<file path="src/rtl/prime_trial_ctrl_pkg.sv">
// Shared definitions for the trial-division primality controller.
// Build option: PRIME_TRIAL_CTRL_ODD_SKIP_EN. When it is defined, divisors run
// 2,3,5,7,... (only odd divisors after 2). When it is not defined, divisors run 2,3,4,5,...
package prime_trial_ctrl_pkg;

   // Controller states
   typedef enum logic [2:0] {
      ST_IDLE  = 3'd0,
      ST_CHECK = 3'd1,
      ST_ISSUE = 3'd2,
      ST_WAIT  = 3'd3,
      ST_DONE  = 3'd4
   } state_t;

   // First trial divisor, and the step from 2 to 3
   localparam int unsigned FIRST_DIVISOR = 2;
   localparam int unsigned STEP_UNIT     = 1;

   // Step used once the divisor has passed 2
`ifdef PRIME_TRIAL_CTRL_ODD_SKIP_EN
   localparam int unsigned STEP_AFTER_TWO = 2;
`else
   localparam int unsigned STEP_AFTER_TWO = 1;
`endif

   // Increment that follows the current divisor
   function automatic int unsigned divisor_step(input int unsigned d);
      return (d == FIRST_DIVISOR) ? STEP_UNIT : STEP_AFTER_TWO;
   endfunction

endpackage

</file>
<file path="src/rtl/prime_trial_ctrl_if.sv">
// Stream signals of the primality controller: candidate in, result out,
// and the request/response pair to the external divider.
// master = the controller, slave = the environment (source, sink, divider).
interface prime_trial_ctrl_if #(
   parameter int unsigned nbits = 16
);
   // candidate stream
   logic [nbits-1:0] in_n;
   logic             in_val;
   logic             in_rdy;
   // result stream
   logic             out_is_prime;
   logic [nbits-1:0] out_trials;
   logic             out_val;
   logic             out_rdy;
   // divider request / response
   logic [nbits-1:0] div_opa;
   logic [nbits-1:0] div_opb;
   logic             div_istream_val;
   logic             div_istream_rdy;
   logic [nbits-1:0] div_result;
   logic             div_ostream_val;
   logic             div_ostream_rdy;

   modport master (
      input  in_n, in_val, out_rdy, div_istream_rdy, div_result, div_ostream_val,
      output in_rdy, out_is_prime, out_trials, out_val,
             div_opa, div_opb, div_istream_val, div_ostream_rdy
   );

   modport slave (
      output in_n, in_val, out_rdy, div_istream_rdy, div_result, div_ostream_val,
      input  in_rdy, out_is_prime, out_trials, out_val,
             div_opa, div_opb, div_istream_val, div_ostream_rdy
   );
endinterface

</file>
<file path="src/rtl/prime_trial_ctrl.sv">
// Trial-division primality controller. It latches a candidate N and issues
// N mod d to an external divider for d = 2, 3, ... while d*d <= N. It stops
// at the first zero remainder. Build option PRIME_TRIAL_CTRL_ODD_SKIP_EN
// skips even divisors after 2. The result does not change; only the trial
// count does.
module prime_trial_ctrl
   import prime_trial_ctrl_pkg::*;
#(
   parameter int unsigned nbits = 16
) (
   input logic               clk,
   input logic               reset,
   prime_trial_ctrl_if.master bus
);

   localparam logic [nbits-1:0] W_TWO = nbits'(FIRST_DIVISOR);

   state_t r_state;
   state_t w_state_nxt;

   logic [nbits-1:0]   r_n;
   logic [nbits-1:0]   r_d;
   logic [nbits-1:0]   r_trials;
   logic               r_prime;

   logic [2*nbits-1:0] w_d_wide;
   logic [2*nbits-1:0] w_n_wide;
   logic [2*nbits-1:0] w_dsq;
   logic               w_n_small;
   logic               w_d_past_root;
   logic [nbits-1:0]   w_step;

   logic               w_in_rdy;
   logic               w_out_val;
   logic               w_req_val;
   logic               w_rsp_rdy;
   logic               w_in_fire;
   logic               w_req_fire;
   logic               w_rsp_fire;
   logic               w_out_fire;
   logic               w_rem_zero;

   // The square is computed at twice the operand width, so d*d never wraps.
   assign w_d_wide      = {{nbits{1'b0}}, r_d};
   assign w_n_wide      = {{nbits{1'b0}}, r_n};
   assign w_dsq         = w_d_wide * w_d_wide;
   assign w_n_small     = (r_n < W_TWO);
   assign w_d_past_root = (w_dsq > w_n_wide);
   assign w_step        = nbits'(divisor_step(int'(r_d)));
   assign w_rem_zero    = (bus.div_result == '0);

   // Each handshake qualifier is active in exactly one state.
   assign w_in_rdy   = (r_state == ST_IDLE);
   assign w_req_val  = (r_state == ST_ISSUE);
   assign w_rsp_rdy  = (r_state == ST_WAIT);
   assign w_out_val  = (r_state == ST_DONE);

   assign w_in_fire  = w_in_rdy  & bus.in_val;
   assign w_req_fire = w_req_val & bus.div_istream_rdy;
   assign w_rsp_fire = w_rsp_rdy & bus.div_ostream_val;
   assign w_out_fire = w_out_val & bus.out_rdy;

   assign bus.in_rdy          = w_in_rdy;
   assign bus.out_val         = w_out_val;
   assign bus.out_is_prime    = r_prime;
   assign bus.out_trials      = r_trials;
   assign bus.div_istream_val = w_req_val;
   assign bus.div_ostream_rdy = w_rsp_rdy;
   assign bus.div_opa         = r_n;
   assign bus.div_opb         = r_d;

   // State register
   always_ff @(posedge clk) begin
      if (reset) begin
         r_state <= ST_IDLE;
      end else begin
         r_state <= w_state_nxt;
      end
   end

   // Next-state selection
   always_comb begin
      w_state_nxt = r_state;
      unique case (r_state)
         ST_IDLE: begin
            if (w_in_fire) w_state_nxt = ST_CHECK;
         end
         ST_CHECK: begin
            if (w_n_small || w_d_past_root) w_state_nxt = ST_DONE;
            else                            w_state_nxt = ST_ISSUE;
         end
         ST_ISSUE: begin
            if (w_req_fire) w_state_nxt = ST_WAIT;
         end
         ST_WAIT: begin
            if (w_rsp_fire) w_state_nxt = w_rem_zero ? ST_DONE : ST_CHECK;
         end
         ST_DONE: begin
            if (w_out_fire) w_state_nxt = ST_IDLE;
         end
         default: w_state_nxt = ST_IDLE;
      endcase
   end

   // Candidate, divisor, trial count and result registers
   always_ff @(posedge clk) begin
      if (reset) begin
         r_n      <= '0;
         r_d      <= '0;
         r_trials <= '0;
         r_prime  <= 1'b0;
      end else begin
         unique case (r_state)
            ST_IDLE: begin
               if (w_in_fire) begin
                  r_n      <= bus.in_n;
                  r_d      <= W_TWO;
                  r_trials <= '0;
                  r_prime  <= 1'b0;
               end
            end
            ST_CHECK: begin
               // Composite results leave r_prime at the 0 loaded on accept.
               if (!w_n_small && w_d_past_root) r_prime <= 1'b1;
            end
            ST_ISSUE: begin
               if (w_req_fire) r_trials <= r_trials + 1'b1;
            end
            ST_WAIT: begin
               if (w_rsp_fire && !w_rem_zero) r_d <= r_d + w_step;
            end
            default: begin
            end
         endcase
      end
   end

endmodule

</file>
<file path="src/flat_wrapper.sv">
// flat-port wrapper written by rule: the top's interface ports become plain ports
module prime_trial_ctrl_flat import prime_trial_ctrl_pkg::*;
#(
   parameter int unsigned nbits = 16
)
  (clk, reset, bus_in_n, bus_in_val, bus_out_rdy, bus_div_istream_rdy, bus_div_result, bus_div_ostream_val, bus_in_rdy, bus_out_is_prime, bus_out_trials, bus_out_val, bus_div_opa, bus_div_opb, bus_div_istream_val, bus_div_ostream_rdy);
  prime_trial_ctrl_if #(.nbits(nbits)) bus_i ();
  input logic clk;
  input logic reset;
  input wire logic [$bits(bus_i.in_n)-1:0] bus_in_n;
  input wire logic [$bits(bus_i.in_val)-1:0] bus_in_val;
  input wire logic [$bits(bus_i.out_rdy)-1:0] bus_out_rdy;
  input wire logic [$bits(bus_i.div_istream_rdy)-1:0] bus_div_istream_rdy;
  input wire logic [$bits(bus_i.div_result)-1:0] bus_div_result;
  input wire logic [$bits(bus_i.div_ostream_val)-1:0] bus_div_ostream_val;
  output wire logic [$bits(bus_i.in_rdy)-1:0] bus_in_rdy;
  output wire logic [$bits(bus_i.out_is_prime)-1:0] bus_out_is_prime;
  output wire logic [$bits(bus_i.out_trials)-1:0] bus_out_trials;
  output wire logic [$bits(bus_i.out_val)-1:0] bus_out_val;
  output wire logic [$bits(bus_i.div_opa)-1:0] bus_div_opa;
  output wire logic [$bits(bus_i.div_opb)-1:0] bus_div_opb;
  output wire logic [$bits(bus_i.div_istream_val)-1:0] bus_div_istream_val;
  output wire logic [$bits(bus_i.div_ostream_rdy)-1:0] bus_div_ostream_rdy;
  assign bus_i.in_n = bus_in_n;
  assign bus_i.in_val = bus_in_val;
  assign bus_i.out_rdy = bus_out_rdy;
  assign bus_i.div_istream_rdy = bus_div_istream_rdy;
  assign bus_i.div_result = bus_div_result;
  assign bus_i.div_ostream_val = bus_div_ostream_val;
  assign bus_in_rdy = bus_i.in_rdy;
  assign bus_out_is_prime = bus_i.out_is_prime;
  assign bus_out_trials = bus_i.out_trials;
  assign bus_out_val = bus_i.out_val;
  assign bus_div_opa = bus_i.div_opa;
  assign bus_div_opb = bus_i.div_opb;
  assign bus_div_istream_val = bus_i.div_istream_val;
  assign bus_div_ostream_rdy = bus_i.div_ostream_rdy;
  prime_trial_ctrl #(.nbits(nbits)) u_core (.clk(clk), .reset(reset), .bus(bus_i));
endmodule
</file>
<file path="config.mk">
export PLATFORM = sky130hd
export DESIGN_NAME = prime_trial_ctrl_flat
export DESIGN_NICKNAME = d
export VERILOG_FILES = /design/src/rtl/prime_trial_ctrl_pkg.sv /design/src/rtl/prime_trial_ctrl_if.sv /design/src/rtl/prime_trial_ctrl.sv /design/src/flat_wrapper.sv
export SDC_FILE = /design/constraint.sdc
export NUM_CORES = 1
export LEC_CHECK = 0
export CELL_PAD_IN_SITES_DETAIL_PLACEMENT = 2
export CELL_PAD_IN_SITES_GLOBAL_PLACEMENT = 2
export CORE_MARGIN = 5
export CORE_UTILIZATION = 37
export CTS_CLUSTER_DIAMETER = 150
export CTS_CLUSTER_SIZE = 12
export DETAILED_ROUTE_END_ITERATION = 16
export PLACE_DENSITY_LB_ADDON = 0.1
export SYNTH_ARGS = -nofsm -noshare
export SYNTH_HDL_FRONTEND = slang
export SYNTH_SLANG_ARGS = --single-unit
</file>
<file path="constraint.sdc">
create_clock -name clk -period 10.07 [get_ports clk]
set_input_delay 2.014 -clock clk [delete_from_list [all_inputs] [get_ports clk]]
set_output_delay 2.014 -clock clk [all_outputs]
set_load 0.005 [all_outputs]
</file>
==> results of run 1 <==
per-layer routing:
metal	vias to the layer above	share of wire
met5	-	0
met4	0	0.0094
met3	22	0.041
met2	125	0.48
met1	4165	0.47
li1	3849	-
sequential cells by signal, indices dropped and copies added, names as in the netlist:
name	count
u_core.bus.div_opb	16
u_core.bus.out_is_prime	1
u_core.r_state	3
u_core.bus.out_trials	16
u_core.bus.div_opa	16
stage by stage:
step	std cells	hold slack, ns
final	1590	0.496
after global routing	1590	0.530
after CTS	1590	0.505
after detailed placement	1582	0.488
after global placement	1582	0.483
after floorplan	1198	0.463
where the power goes:
group	leakage [nW]	switching [W]	total, W	internal [W]
sequential	0.422	0.0000190	0.000236	0.000217
clock	0.0719	0.0000994	0.000194	0.0000950
combinational	5.40	0.0000692	0.000133	0.0000634
synthesized netlist by cell type, types with 3 or more instances:
| library cell | instances |
|---|---|
| a21o_1 | 13 |
| buf_4 | 4 |
| clkbuf_1 | 37 |
| nor3_1 | 10 |
| nand4_1 | 21 |
| fa_1 | 163 |
| xnor2_1 | 29 |
| nor2b_1 | 6 |
| and2_1 | 52 |
| a211oi_1 | 4 |
| inv_1 | 250 |
| and4_1 | 3 |
| o21a_1 | 4 |
| nor4_1 | 10 |
| a21oi_1 | 61 |
| or3_1 | 8 |
| a21oi_2 | 3 |
| and3_1 | 6 |
| buf_2 | 5 |
| a31oi_1 | 7 |
| nand2_1 | 147 |
| xor2_1 | 24 |
| o22ai_1 | 3 |
| ha_1 | 117 |
| dfxtp_1 | 52 |
| nor2_1 | 58 |
| o21ai_0 | 13 |
| or2_2 | 5 |
| nand3_1 | 18 |
| nand2b_1 | 7 |
| buf_6 | 4 |
| o21ai_1 | 7 |
worst min-delay path: cells and delay by family, from the launching register on:
family,cells,cell delay (ns)
AOI/OAI and AO/OA,1,0.05
DFF,1,0.34
and+or+nand+nor,1,0.06
area by class of cell:
type | instances | area [um2] | share of cell area
clock buffer | 6 | 129 | 0.0113
clock inverter | 2 | 17.5 | 0.00153
inverter | 250 | 938 | 0.0820
multi-input combinational | 844 | 7950 | 0.695
sequential | 52 | 1040 | 0.0910
tap | 341 | 427 | 0.0373
timing repair buffer | 95 | 938 | 0.0820
cell families (layout without fill, tap and decap cells):
logic type                 count (synthesis)  after routing
and+or+nand+nor                          360            360
buffers and inverters                    302            353
adders and majority gates                280            280
AOI/OAI and AO/OA                        147            147
xor gates and xnor gates                  53             53
DFF                                       52             52
muxes                                      4              4
final timing paths:
kind / start / endpoint / cells after the start
setup / recovery: u_core.bus.div_opb[9]$_SDFFE_PP0P_ / u_core.r_state[2]$_SDFFE_PP0P_ / 28
hold / removal: u_core.bus.div_opa[12]$_SDFFE_PP0P_ / u_core.bus.div_opa[12]$_SDFFE_PP0P_ / 2
setup reg to reg: u_core.bus.div_opb[9]$_SDFFE_PP0P_ / u_core.r_state[2]$_SDFFE_PP0P_ / 28
hold reg to reg: u_core.bus.div_opa[12]$_SDFFE_PP0P_ / u_core.bus.div_opa[12]$_SDFFE_PP0P_ / 2
==> results.json, run 1 <==
{
  "cp_slowest_stage_delay_ns": 0.84,
  "fin_nets": 1566,
  "grt_pass1_wl_um": 52600,
  "skew_ns": 0.00610,
  "yosysWarnings": 0,
  "setup_ws_ns": 1.96,
  "layout_min_cycle_time_ns": 8.11,
  "drc": 0,
  "globalRouteMet3Util": 0.0213,
  "post-route-period-util": 0.805,
  "vdd_drop_max_mv": 0.0601,
  "synthXorXnorAreaFrac": 0.0456,
  "cts_resized": 0,
  "synth_seq_cells": 52,
  "slew_headroom": 0.288,
  "yosysTopAreaCellShare": 0.321,
  "synth_compound_area_frac": 0.0952,
  "grt.met2_usage": 0.360,
  "power_w": 0.000563,
  "maxCapViolCount": 0,
  "cpMaxStageDelayCell": "dfxtp_1",
  "cts_hold_buf": 0,
  "synthMuxAreaShare": 0.00418,
  "ys_top_cells_by_area": "fa_1 32%, ha_1 14%, dfxtp_1 10%",
  "worstPathArrival_ns": 8.32,
  "cts.sinks": 52,
  "syn_inst": 1198,
  "wirelength_um": 31600,
  "die-area_mm2": 0.0309,
  "cp_max_fo": 21,
  "areaGrowthSynthToFinish_pct": 12.4,
  "cts_tree": "built",
  "p_leak_nw": 5.89,
  "wl_per_cell_um": 19.9,
  "grt_pass1_vias": 9374,
  "gp_congestion": 0.856,
  "grt_max_degree": 29,
  "setup_viol": 0,
  "num_io_pins": 91,
  "postCtsSetupRepairBufs": 0,
  "hold_path.class": "flop to flop",
  "synth_fa_ha_area_frac": 0.465,
  "async_flop_share": 0,
  "top_usage_layer": "met2",
  "rsz0062_at_grt": "no",
  "syn_nets": 1516,
  "setup_tns_ns": 0,
  "hold_violations": 0,
  "powerDensity_mw_per_mm2": 49.2,
  "ant_nets": 0,
  "io_buffers": 90,
  "status": "complete, no violations",
  "met1_usage": 0.309,
  "required_ns": 10.28,
  "fmax_mhz": 123,
  "dpl_worst_slack_ns": 1.96,
  "hpwl_um": 26900,
  "synth_edf_count": 0,
  "ff2ff_setup_slack_ns": 1.96,
  "final_cell_area_mm2": 0.0114,
  "die_h_um": 176,
  "mostFrequentLayoutCells": "250 x inv_1, 163 x fa_1, 147 x nand2_1",
  "diodes": 0,
  "core.rowCount": 60,
  "die_width_um": 176,
  "yosys_most_used_dff": "dfxtp_1",
  "core_mm2": 0.0270,
  "drive_gt1_frac": 0.0264,
  "drv_slew": 0,
  "grt_use_total": 0.214,
  "clk_latency_ns": 0.31,
  "synth_top_family_by_area": "adder cells",
  "dpl_cell_area_mm2": 0.0113,
  "critPathLaunchType": "flop",
  "grt.overflow.total": 0,
  "worst_pin_slew_ns": 1.07,
  "end_kind": "flop",
  "finalCoreUtilization": 0.423,
  "final.fill_count": 3023,
  "drt_iter0_markers": 324,
  "syn_area_mm2": 0.0102,
  "avgSynthCellArea_um2": 8.49,
  "cts_buffer_depth": 2,
  "path_clk_slew_ns": 0.09,
  "cts_max_level": 2,
  "clockRootBuffer": "clkbuf_16",
  "yosysSeqAreaShare": 0.102,
  "antenna_found_initial": 0,
  "viasPerCell": 5.13,
  "dr.pass1.iters": 4,
  "synth_simple_gate_area_frac": 0.172,
  "synth_largest_area_cell": "fa_1",
  "routed-via-count": 8161,
  "critPathKind": "flop to flop",
  "cts_buffers": 5,
  "initial_utilization": 0.376,
  "crit_family": "adder cells",
  "crit_buf_inv": 6,
  "synth.distinct_cells": 68,
  "layout_commonest_cell": "inv_1"
}
No activity file was read; power rests on OpenSTA's default activity.
==> run 2, diff against run 1 <==
==> constraint.sdc (replaced) <==
create_clock -name clk -period 7.5 [get_ports clk]
set_input_delay 1.5 -clock clk [delete_from_list [all_inputs] [get_ports clk]]
set_output_delay 1.5 -clock clk [all_outputs]
set_load 0.005 [all_outputs]
==> results.json, run 2 (synthesis gave the netlist of run 1 again) <==
{
  "setup_tns_ns": 0,
  "die_h_um": 176,
  "diodes": 0,
  "crit_buf_inv": 6,
  "cts_max_level": 2,
  "ff2ff_setup_slack_ns": 0.21,
  "p_sw_frac": 0.334,
  "initial_utilization": 0.376,
  "slew_headroom": 0.478,
  "drt_iter0_markers": 250,
  "core_mm2": 0.0270,
  "post-route-period-util": 0.972,
  "path_clk_slew_ns": 0.08,
  "io_buffers": 90,
  "cts_buffer_depth": 2,
  "setup_viol": 0,
  "grt_max_degree": 29,
  "hpwl_um": 28200,
  "p_comb_frac": 0.253,
  "powerDensity_mw_per_mm2": 64.0,
  "layout_commonest_cell": "inv_1",
  "ant_nets": 0,
  "grt.overflow.total": 0,
  "critPathKind": "flop to flop",
  "drc": 0,
  "grt_use_total": 0.219,
  "fmax_mhz": 137,
  "vdd_drop_max_mv": 0.0782,
  "clk_latency_ns": 0.32,
  "gp_congestion": 0.828,
  "layoutNonFillerInstCount": 1633,
  "mostFrequentLayoutCells": "250 x inv_1, 159 x fa_1, 144 x nand2_1",
  "areaGrowthSynthToFinish_pct": 17.5,
  "crit_chain": "buf_6, inv_1, buf_4, nor2_2, ha_1, xor2_1, fa_1, inv_1, fa_1, fa_1, fa_1, inv_1, fa_1, inv_1, ha_1, nand4_1, or3_1, a2111oi_1, nor3_1, xnor2_1, nor4b_2, nand4_1, o31a_1",
  "wl_per_cell_um": 20.3,
  "viasPerCell": 5.13,
  "cts_tree": "built",
  "dp.cells": 1619,
  "crit_top_cell": "fa_1",
  "fin_nets": 1609,
  "critPathLaunchType": "flop",
  "core.rowCount": 60,
  "skew_ns": 0.0179,
  "hold_path.class": "flop to flop",
  "maxCapViolCount": 0,
  "worstPathArrival_ns": 7.49,
  "p_leak_nw": 6.14,
  "cpMaxStageDelayCell": "fa_1",
  "cts.sinks": 52,
  "antenna_found_initial": 0,
  "cp_slowest_stage_delay_ns": 0.66,
  "dpl_worst_slack_ns": -0.136,
  "switching_power_w": 0.000255,
  "setup_ws_ns": 0.211,
  "end_kind": "flop",
  "layout_min_cycle_time_ns": 7.29,
  "clkPwrFrac": 0.343,
  "crit_family": "adder cells",
  "p_int_w": 0.000510,
  "clockRootBuffer": "clkbuf_16",
  "required_ns": 7.70,
  "die_width_um": 176,
  "num_io_pins": 91,
  "status": "complete, no violations",
  "fin_hold_ws_ns": 0.497,
  "wirelength_um": 33200,
  "drv_slew": 0,
  "cts_buffers": 5,
  "drive_gt1_frac": 0.0828,
  "worst_pin_slew_ns": 0.783,
  "dr.pass1.iters": 4,
  "grt_pass1_wl_um": 54000,
  "routed-via-count": 8377,
  "hold_violations": 0,
  "grt_pass1_vias": 9821,
  "cts_hold_buf": 0,
  "p_seq_frac": 0.404,
  "die-area_mm2": 0.0309,
  "cp_max_fo": 7
}
==> run 2: final cells by class <==
class | instances | area, um2
repair buffers | 138 | 1290
fillers | 3040 | 15100
inverters | 250 | 938
clock buffers | 5 | 125
multi-input cells | 844 | 8080
well taps | 341 | 427
clock inverters | 3 | 27.5
flip-flops and latches | 52 | 1060
==> run 2: metal layers <==
layer	share of wire	global-route usage	wire, um	vias up
li1	-	-	-	3947
met1	0.46	0.302	15300	4324
met2	0.51	0.390	16900	87
met3	0.018	0.0170	596	19
met4	0.010	0.0279	345	0
met5	0	0	0	-
==> run 2: metrics by stage <==
| stage | power, W | area [um2] | utilization |
|---|---|---|---|
| floorplan | 0.000408 | 10200 | - |
| global placement | 0.000501 | 11600 | 0.428 |
| detailed placement | 0.000507 | 11600 | 0.428 |
| CTS | 0.000774 | 11700 | 0.435 |
| global route | 0.000810 | 12000 | 0.442 |
| finish | 0.000765 | 12000 | 0.442 |
==> run 2: power groups by stage <==
| stage | clock network [W] | registers [W] | logic [W] |
|---|---|---|---|
| 2_1_floorplan | 0 | 0.000313 | 0.0000950 |
| 3_3_place_gp | 0 | 0.000316 | 0.000185 |
| 3_5_place_dp | 0 | 0.000317 | 0.000190 |
| 4_1_cts | 0.000271 | 0.000311 | 0.000192 |
| 5_1_grt | 0.000284 | 0.000312 | 0.000214 |
| 6_report | 0.000262 | 0.000309 | 0.000194 |
==> run 2: what timing repair did <==
action,CTS,global route
setup buffers,0,6
gates cloned,0,0
resized for setup,8,43
pin swaps,0,10
setup endpoints to repair,3,3
endpoints found under the hold margin,0,0
==> run 2: worst paths after layout <==
kind,to,startpoint,depth (start not counted)
setup / recovery,u_core.r_state[2]$_SDFFE_PP0P_,u_core.bus.div_opb[3]$_SDFFE_PP0P_,23
hold / removal,u_core.bus.div_opa[4]$_SDFFE_PP0P_,u_core.bus.div_opa[4]$_SDFFE_PP0P_,2
setup reg to reg,u_core.r_state[2]$_SDFFE_PP0P_,u_core.bus.div_opb[3]$_SDFFE_PP0P_,23
hold reg to reg,u_core.bus.div_opa[4]$_SDFFE_PP0P_,u_core.bus.div_opa[4]$_SDFFE_PP0P_,2
==> run 2: worst reg2reg max path, stage by stage, from the launching register on <==
cell and delay (ns):
dfxtp_2 0.39, buf_6 0.17, inv_1 0.09, buf_4 0.18, nor2_2 0.23, ha_1 0.30
xor2_1 0.20, fa_1 0.49, inv_1 0.06, fa_1 0.52, fa_1 0.45, fa_1 0.66
inv_1 0.10, fa_1 0.56, inv_1 0.05, ha_1 0.43, nand4_1 0.25, or3_1 0.42
a2111oi_1 0.43, nor3_1 0.14, xnor2_1 0.17, nor4b_2 0.40, nand4_1 0.23, o31a_1 0.29
==> run 3, diff against run 2 <==
--- a/config.mk
+++ b/config.mk
@@ -9,9 +9,10 @@
 export CELL_PAD_IN_SITES_GLOBAL_PLACEMENT = 2
 export CORE_MARGIN = 5
 export CORE_UTILIZATION = 37
-export CTS_CLUSTER_DIAMETER = 150
+export CTS_CLUSTER_DIAMETER = 200
 export CTS_CLUSTER_SIZE = 12
 export DETAILED_ROUTE_END_ITERATION = 16
+export MAX_ROUTING_LAYER = met4
 export PLACE_DENSITY_LB_ADDON = 0.1
 export SYNTH_ARGS = -nofsm -noshare
 export SYNTH_HDL_FRONTEND = slang
==> results.json, run 3 (synthesis gave the netlist of run 1 again) <==
{
  "drc": 0,
  "slew_headroom": 0.478,
  "cts_hold_buf": 0,
  "setup_viol": 0,
  "cts_buffers": 5,
  "layout_min_cycle_time_ns": 7.32,
  "dp.cells": 1619,
  "clockRootBuffer": "clkbuf_16",
  "vdd_drop_max_mv": 0.0784,
  "die_width_um": 176,
  "end_kind": "flop",
  "num_io_pins": 91,
  "multi_input_area_mm2": 0.00808,
  "core_mm2": 0.0270,
  "path_clk_slew_ns": 0.08,
  "grt_pass1_wl_um": 54000,
  "layoutNonFillerInstCount": 1633,
  "fin_nets": 1609,
  "p_leak_nw": 6.14,
  "fin_hold_ws_ns": 0.497,
  "diodes": 0,
  "mostFrequentLayoutCells": "250 x inv_1, 159 x fa_1, 144 x nand2_1",
  "wirelength_um": 33100,
  "register_area_mm2": 0.00106,
  "layout_commonest_cell": "inv_1",
  "worstPathArrival_ns": 7.51,
  "grt_use_total": 0.226,
  "wl_per_cell_um": 20.3,
  "gp_congestion": 0.841,
  "clk_latency_ns": 0.32,
  "routed-via-count": 8380,
  "power_w": 0.000765,
  "initial_utilization": 0.376,
  "worst_pin_slew_ns": 0.783,
  "critPathLaunchType": "flop",
  "drive_gt1_frac": 0.0828,
  "powerDensity_mw_per_mm2": 64.0,
  "cts.sinks": 52,
  "io_buffers": 90,
  "dr.pass1.iters": 4,
  "hold_violations": 0,
  "maxCapViolCount": 0,
  "grt_pass1_vias": 9788,
  "antenna_found_initial": 0,
  "die_h_um": 176,
  "drt_iter0_markers": 300,
  "cp_max_fo": 7,
  "ant_nets": 0,
  "core.rowCount": 60,
  "skew_ns": 0.0180,
  "grt_max_degree": 29,
  "setup_tns_ns": 0,
  "cts_tree": "built",
  "drv_slew": 0,
  "final.fill_count": 3040,
  "grt.overflow.total": 0,
  "critPathKind": "flop to flop",
  "required_ns": 7.70,
  "hold_path.class": "flop to flop",
  "die-area_mm2": 0.0309,
  "cts_buffer_depth": 2,
  "status": "complete, no violations",
  "fmax_mhz": 137,
  "cts_max_level": 2,
  "post-route-period-util": 0.976,
  "areaGrowthSynthToFinish_pct": 17.5,
  "hpwl_um": 28200,
  "viasPerCell": 5.13
}
## run 3: cell counts in the layout (fill, tap and decap cells not counted)
Identical to the previous run, type by type.
## run 3: through the flow
| step | setup slack [ns] | cell area [um2] | utilization |
|---|---|---|---|
| 5_1_grt | -0.0571 | 12000 | 0.442 |
| 3_3_place_gp | 0.0458 | 11600 | 0.428 |
| 2_1_floorplan | 0.212 | 10200 | - |
| 6_report | 0.183 | 12000 | 0.442 |
| 4_1_cts | 0.00837 | 11700 | 0.435 |
| 3_5_place_dp | -0.136 | 11600 | 0.428 |
## run 3: path summary, 6_finish.rpt
check	from	end	slack, ns	cells past startpoint
worst max-delay path	u_core.bus.div_opb[3]$_SDFFE_PP0P_	u_core.r_state[2]$_SDFFE_PP0P_	0.18	23
worst min-delay path	u_core.bus.div_opa[4]$_SDFFE_PP0P_	u_core.bus.div_opa[4]$_SDFFE_PP0P_	0.50	2
worst max register to register	u_core.bus.div_opb[3]$_SDFFE_PP0P_	u_core.r_state[2]$_SDFFE_PP0P_	0.18	23
worst min register to register	u_core.bus.div_opa[4]$_SDFFE_PP0P_	u_core.bus.div_opa[4]$_SDFFE_PP0P_	0.50	2
## run 3: final cells by class
| cell class | instances | area share |
|---|---|---|
| multi-input combinational | 844 | 0.676 |
| timing repair buffer | 138 | 0.108 |
| sequential | 52 | 0.0891 |
| inverter | 250 | 0.0785 |
| tap | 341 | 0.0357 |
| clock buffer | 5 | 0.0105 |
| clock inverter | 3 | 0.00230 |
## run 3: critical path: stages, from the launching register on
cell and delay (ns):
dfxtp_2 0.39, buf_6 0.17, inv_1 0.08, buf_4 0.18, nor2_2 0.22, ha_1 0.30
xor2_1 0.20, fa_1 0.49, inv_1 0.06, fa_1 0.52, fa_1 0.45, fa_1 0.66
inv_1 0.10, fa_1 0.56, inv_1 0.05, ha_1 0.43, nand4_1 0.25, or3_1 0.42
a2111oi_1 0.43, nor3_1 0.14, xnor2_1 0.17, nor4b_2 0.41, nand4_1 0.23, o31a_1 0.29
## run 3: what timing repair did
item                                    CTS  global route
cloned                                    0             0
pin swaps                                 0            10
buffers inserted                          0             6
gates resized for setup                   8            43
endpoints found under the setup margin    3             3
## run 3: layer usage
layer	vias to the layer above	global-route usage	part of all wire	wire, um
li1	3950	-	-	-
met1	4318	0.302	0.46	15300
met2	94	0.390	0.51	16900
met3	18	0.0194	0.021	687
met4	0	0.0250	0.0098	326
met5	-	-	0	0
## run 3: power breakdown
group / switching (W) / internal [W]
logic: 0.000101 / 0.0000921
registers: 0.0000188 / 0.000290
clock network: 0.000135 / 0.000128
